[src/rtl/minterm_scan_ctrl.sv]
// Sweeps every input vector of an N_IN-input netlist, waits SETTLE cycles per vector,
// samples its single output and streams the indices of vectors where it is 1.
module minterm_scan_ctrl #(
  parameter int N_IN   = 14,
  parameter int SETTLE = 2
) (
  input  logic            clk,
  input  logic            rst_n,
  input  logic            start,
  input  logic            abort,
  output logic [N_IN-1:0] vec_out,
  input  logic            f_in,
  output logic            mt_valid,
  input  logic            mt_ready,
  output logic [N_IN-1:0] mt_index,
  output logic [N_IN:0]   mt_count,
  output logic            busy,
  output logic            done
);

  localparam int CW = (SETTLE > 1) ? $clog2(SETTLE) : 1;
  localparam logic [CW-1:0] CNT_LOAD = CW'(SETTLE - 1);

  localparam logic [2:0] S_IDLE   = 3'd0;
  localparam logic [2:0] S_WAIT   = 3'd1;
  localparam logic [2:0] S_SAMPLE = 3'd2;
  localparam logic [2:0] S_EMIT   = 3'd3;
  localparam logic [2:0] S_FIN    = 3'd4;

  logic [2:0]      r_state;
  logic [N_IN-1:0] r_vec;
  logic [N_IN-1:0] r_index;
  logic [CW-1:0]   r_cnt;
  logic            r_valid;
  logic            r_busy;
  logic            r_done;
  logic [N_IN:0]   r_count;

  logic w_last;
  logic w_handshake;
  logic w_advance;

  assign w_last      = (r_vec == {N_IN{1'b1}});
  assign w_handshake = (r_state == S_EMIT) && r_valid && mt_ready;
  // Move to the next vector after a zero sample or a delivered minterm.
  assign w_advance   = ((r_state == S_SAMPLE) && !f_in) || w_handshake;

  always_ff @(posedge clk or negedge rst_n) begin
    if (!rst_n) begin
      r_state <= S_IDLE;
      r_vec   <= '0;
      r_index <= '0;
      r_cnt   <= '0;
      r_valid <= 1'b0;
      r_busy  <= 1'b0;
      r_done  <= 1'b0;
      r_count <= '0;
    end else if (abort && (r_state != S_IDLE)) begin
      // Abort beats a same-cycle handshake; count and vector are left as they were.
      r_state <= S_IDLE;
      r_busy  <= 1'b0;
      r_valid <= 1'b0;
    end else begin
      case (r_state)
        S_IDLE: begin
          if (start && !abort) begin
            r_vec   <= '0;
            r_count <= '0;
            r_done  <= 1'b0;
            r_busy  <= 1'b1;
            r_cnt   <= CNT_LOAD;
            r_state <= S_WAIT;
          end
        end
        S_WAIT: begin
          if (r_cnt == '0) begin
            r_state <= S_SAMPLE;
          end else begin
            r_cnt <= r_cnt - CW'(1);
          end
        end
        S_SAMPLE: begin
          if (f_in) begin
            r_state <= S_EMIT;
            r_valid <= 1'b1;
            r_index <= r_vec;
            r_count <= r_count + (N_IN+1)'(1);
          end
        end
        S_EMIT: begin
          if (w_handshake) begin
            r_valid <= 1'b0;
          end
        end
        S_FIN: begin
          r_state <= S_IDLE;
        end
        default: begin
          r_state <= S_IDLE;
        end
      endcase

      if (w_advance) begin
        if (w_last) begin
          r_state <= S_FIN;
          r_busy  <= 1'b0;
          r_done  <= 1'b1;
        end else begin
          r_vec   <= r_vec + N_IN'(1);
          r_cnt   <= CNT_LOAD;
          r_state <= S_WAIT;
        end
      end
    end
  end

  assign vec_out  = r_vec;
  assign mt_valid = r_valid;
  assign mt_index = r_index;
  assign mt_count = r_count;
  assign busy     = r_busy;
  assign done     = r_done;

endmodule

[config.mk]
export PLATFORM = sky130hd
export DESIGN_NAME = minterm_scan_ctrl
export DESIGN_NICKNAME = d
export VERILOG_FILES = /design/src/rtl/minterm_scan_ctrl.sv
export SDC_FILE = /design/constraint.sdc
export NUM_CORES = 1
export LEC_CHECK = 0
export CAP_MARGIN = 10
export CORE_UTILIZATION = 51
export CTS_CLUSTER_DIAMETER = 200
export DETAILED_ROUTE_END_ITERATION = 8
export PLACE_DENSITY_LB_ADDON = 0.12
export SETUP_SLACK_MARGIN = 0.3
export SLEW_MARGIN = 20
export SYNTH_ARGS = -nofsm -noshare
export SYNTH_HDL_FRONTEND = slang
export SYNTH_SLANG_ARGS = --single-unit
[constraint.sdc]
create_clock -name clk -period 2 [get_ports clk]
set_input_delay 0.2 -clock clk [delete_from_list [all_inputs] [get_ports clk]]
set_output_delay 0.2 -clock clk [all_outputs]
set_load 0.02 [all_outputs]
==> impl_metrics.yaml, run 1 <==
yosys:
  synthCells: 253
  ys_types: 45
  syn-num-nets: 261
  synth_warnings: 0
  ys_seq_area_frac: 0.4924
  ys_ff_latch: 50
  synth_edf_count: 0
  synth.cell_area_mm2: 0.002541
  async_flop_share: 1.000
  synth_ff_type: "dfrtp_1"
  avgSynthCellArea_um2: 10.04
routing:
  drc: 0
  firstDrtPassIters: 4
  routedWlPerCell_um: 15.34
  ant_nets: 0
  wl_mm: 6.258
  vias: 2316
  dr.first_iter.drc_count: 124
  vias_per_cell: 5.676
clock_tree:
  root_buffer: "clkbuf_8"
  cts_tree: "built"
  h-tree-depth: 2
  max-clock-path-buffers: 2
  cts-buffers-inserted: 5
  clock_latency_ns: 0.30
  cts.sinks: 50
  clkTransAtPathRegs_ns: 0.09
timing:
  slew_headroom: 0.6201
  maxClockFrequency_mhz: 578.3
  rsz0062_at_grt: "true"
  drv_slew: 0
  min_period_over_period: 0.8646
  tns_ns: 0
  final_hold_viol_count: 0
  setup_viol_count_final: 0
  clock_skew_ns: 0.005893
  period_needed_ns: 1.729
  max_slew.worst_pin.slew_ns: 0.5698
  fin_hold_ws_ns: 0.4311
power:
  pwr-share-comb: 0.357
  power_frac_seq: 0.440
  power_frac_clock: 0.203
  p_switching_mw: 1.045
  peakVddDrop_mv: 0.6264
  p_int_mw: 1.959
  leakage_nw: 1.499
  swShare: 0.3478
  powerDensity_mw_per_mm2: 823.4
die:
  rows: 25
  core_area_mm2: 0.004755
  die_w_um: 72.59
  io_pins: 52
  initial_core_util: 0.5345
  die_area_mm2: 0.005269
  die_y_um: 72.59
critical_path:
  r2r_start: "r_state[2]"
  crit_arrival_ns: 1.96
  critPathCaptureType: "flop"
  worstPathRequired_ns: 2.23
  crit_type: "flop to flop"
  r2r_slack_ns: 0.27
  slowest_delay_ns: 0.54
  startpoint: "r_state[2]"
  critPathSlowestCell: "or4_1"
  cp_cell_sequence: "nor3_4, nand3_4, or4_1, a21oi_2"
  worstSetupStartpointType: "flop"
  worstPathMaxFanout: 7
global_routing:
  grt_max_degree: 28
  grt_util_met1: 0.3633
  overflow: 0
  grt_busiest_layer: "met2"
  met3_usage: 0.03177
  use_met2: 0.3738
  grt_pass1_wl_mm: 9.942
  grt_pass1_vias: 2087
  grt_usage: 0.2421
  antenna_found_initial: 0
flow_run:
  maxCapViolations: 0
placement:
  dp_hpwl_mm: 4.275
  gp_congestion: 0.8860
  io_buffer_count: 51
layout:
  antenna_cells: 0
  finalNetCount: 348
  drive_gt1_frac: 0.2845
  area_delta_synth_final_pct: 43.53
hold_path:
  hold_class: "input port to asynchronous set/reset pin"
status:
  status: "finished clean"
## state kept, by name, indices dropped and copies added, names as in the netlist
| name | count |
|---|---|
| r_state | 3 |
| r_cnt | 1 |
| done | 1 |
| mt_index | 14 |
| busy | 1 |
| mt_valid | 1 |
| vec_out | 14 |
| mt_count | 15 |
## synth_stat cells, types with 3 or more instances
cell type  instances  share of area
o221ai_1           4          0.014
nor4_1             3         0.0074
mux2i_1            5          0.020
nand3_2            3          0.012
nor3_1             4         0.0079
a21oi_1           13          0.026
or3_1              3         0.0074
and2_1             3         0.0074
xor2_1             4          0.014
or4_1              8          0.024
nand2_1           28          0.041
dfrtp_1           50           0.49
nand3_1           11          0.022
o21a_1             3         0.0089
o21ai_0           15          0.030
buf_2              3         0.0059
o211ai_1           6          0.018
nor2_1            11          0.016
clkbuf_1           5         0.0074
nor3b_1            3         0.0089
mux2_2             8          0.035
o2111ai_1          3          0.010
inv_1             11          0.016
nand4_1           10          0.025
and3_1             6          0.015
o31ai_1            6          0.018
## cells by family (layout without fill, tap and decap cells)
group           after synthesis  count (layout)  share of synthesized area
simple gates                101             101                     0.2314
compound gates               62              62                     0.1605
flops                        50              50                     0.4924
buf+inv                      21             109                    0.03693
mux                          13              13                    0.05515
xor+xnor                      4               4                    0.01378
fa+ha+maj                     2               2                   0.009846
## placed cells by master (no fill, tap or decap), types with 4 or more instances in the layout
| cell type | instances |
|---|---|
| dfrtp_1 | 36 |
| a21oi_2 | 5 |
| nand3_4 | 4 |
| nand3_1 | 10 |
| nand2_1 | 27 |
| buf_4 | 33 |
| o211ai_1 | 6 |
| nor3_1 | 4 |
| or4_1 | 5 |
| nor2_1 | 11 |
| clkbuf_8 | 6 |
| o31ai_1 | 5 |
| or4_4 | 4 |
| mux2i_1 | 5 |
| xor2_1 | 4 |
| mux2_2 | 7 |
| clkdlybuf4s50_1 | 50 |
| nand4_1 | 10 |
| o21ai_0 | 15 |
| a21oi_1 | 8 |
| inv_1 | 11 |
| dfrtp_2 | 14 |
## what timing repair did
action | 4_1_cts | 5_1_grt
endpoints found under the setup margin | 16 | 21
buffers inserted | 5 | 13
hold buffers | 1 | 0
pin swaps | 1 | 12
endpoints found under the hold margin | 23 | 0
gates resized for setup | 3 | 26
## critical path, delay by kind of cell (launching register included)
family           cells  cell delay [ns]
AND/OR/NAND/NOR      3             1.07
flip-flops           1             0.47
AO/OA/AOI/OAI        1             0.12
## area by class of cell
cell class,instances,area [um^2]
Multi-Input combinational cell,182,1325
Sequential cell,50,1269
Fill cell,332,1107
Timing Repair Buffer,90,837.1
Clock buffer,7,86.33
Tap cell,67,83.83
Inverter,11,41.29
Clock inverter,1,5.005
## layer usage
metal / up-vias / share of wire
li1: 1120 / -
met1: 1134 / 0.47
met2: 54 / 0.49
met3: 8 / 0.031
met4: 0 / 0.013
met5: - / 0
## per-stage QoR
stage,instances,power [mW],util,setup WS [ns],cell area [um^2]
2_1_floorplan,253,1.844,-,0.2933,2586
3_3_place_gp,381,2.279,0.6937,0.07069,3298
3_5_place_dp,381,2.318,0.6937,0.03046,3298
4_1_cts,395,2.970,0.7245,0.2767,3445
5_1_grt,408,3.170,0.7671,0.1654,3647
6_report,408,3.003,0.7671,0.2708,3647
## power groups by stage
stage          clock network, mW  registers, mW  logic (mW)
2_1_floorplan                  0           1.46       0.381
6_report                   0.609           1.32        1.07
5_1_grt                    0.660           1.34        1.17
3_3_place_gp                   0           1.34       0.934
3_5_place_dp                   0           1.35       0.963
4_1_cts                    0.621           1.32        1.03
## final timing paths
kind / endpoint / depth (start not counted)
max: mt_count[12] / 4
min: mt_index[6] / 2
max reg2reg: mt_count[12] / 4
min reg2reg: mt_index[2] / 2
max in group asynchronous: mt_count[2] / 3
min in group clk: mt_index[2] / 2
No activity file was read; power rests on OpenSTA's default activity.
==> inputs of run 2 (changes only) <==
--- a/config.mk
+++ b/config.mk
@@ -7,7 +7,7 @@
 export LEC_CHECK = 0
 export CAP_MARGIN = 10
 export CORE_UTILIZATION = 51
-export CTS_CLUSTER_DIAMETER = 200
+export CTS_CLUSTER_DIAMETER = 60
 export DETAILED_ROUTE_END_ITERATION = 8
 export PLACE_DENSITY_LB_ADDON = 0.12
 export SETUP_SLACK_MARGIN = 0.3
==> results of run 2 <==
The final DEF is identical to that of run 1; final timing and power are the same.
==> inputs of run 3 (changes only) <==
--- a/config.mk
+++ b/config.mk
@@ -7,11 +7,11 @@
 export LEC_CHECK = 0
 export CAP_MARGIN = 10
 export CORE_UTILIZATION = 51
-export CTS_CLUSTER_DIAMETER = 60
+export CTS_CLUSTER_DIAMETER = 30
 export DETAILED_ROUTE_END_ITERATION = 8
 export PLACE_DENSITY_LB_ADDON = 0.12
 export SETUP_SLACK_MARGIN = 0.3
-export SLEW_MARGIN = 20
+export SLEW_MARGIN = 5
 export SYNTH_ARGS = -nofsm -noshare
 export SYNTH_HDL_FRONTEND = slang
 export SYNTH_SLANG_ARGS = --single-unit
==> results of run 3 <==
The final DEF is identical to that of run 1; final timing and power are the same.
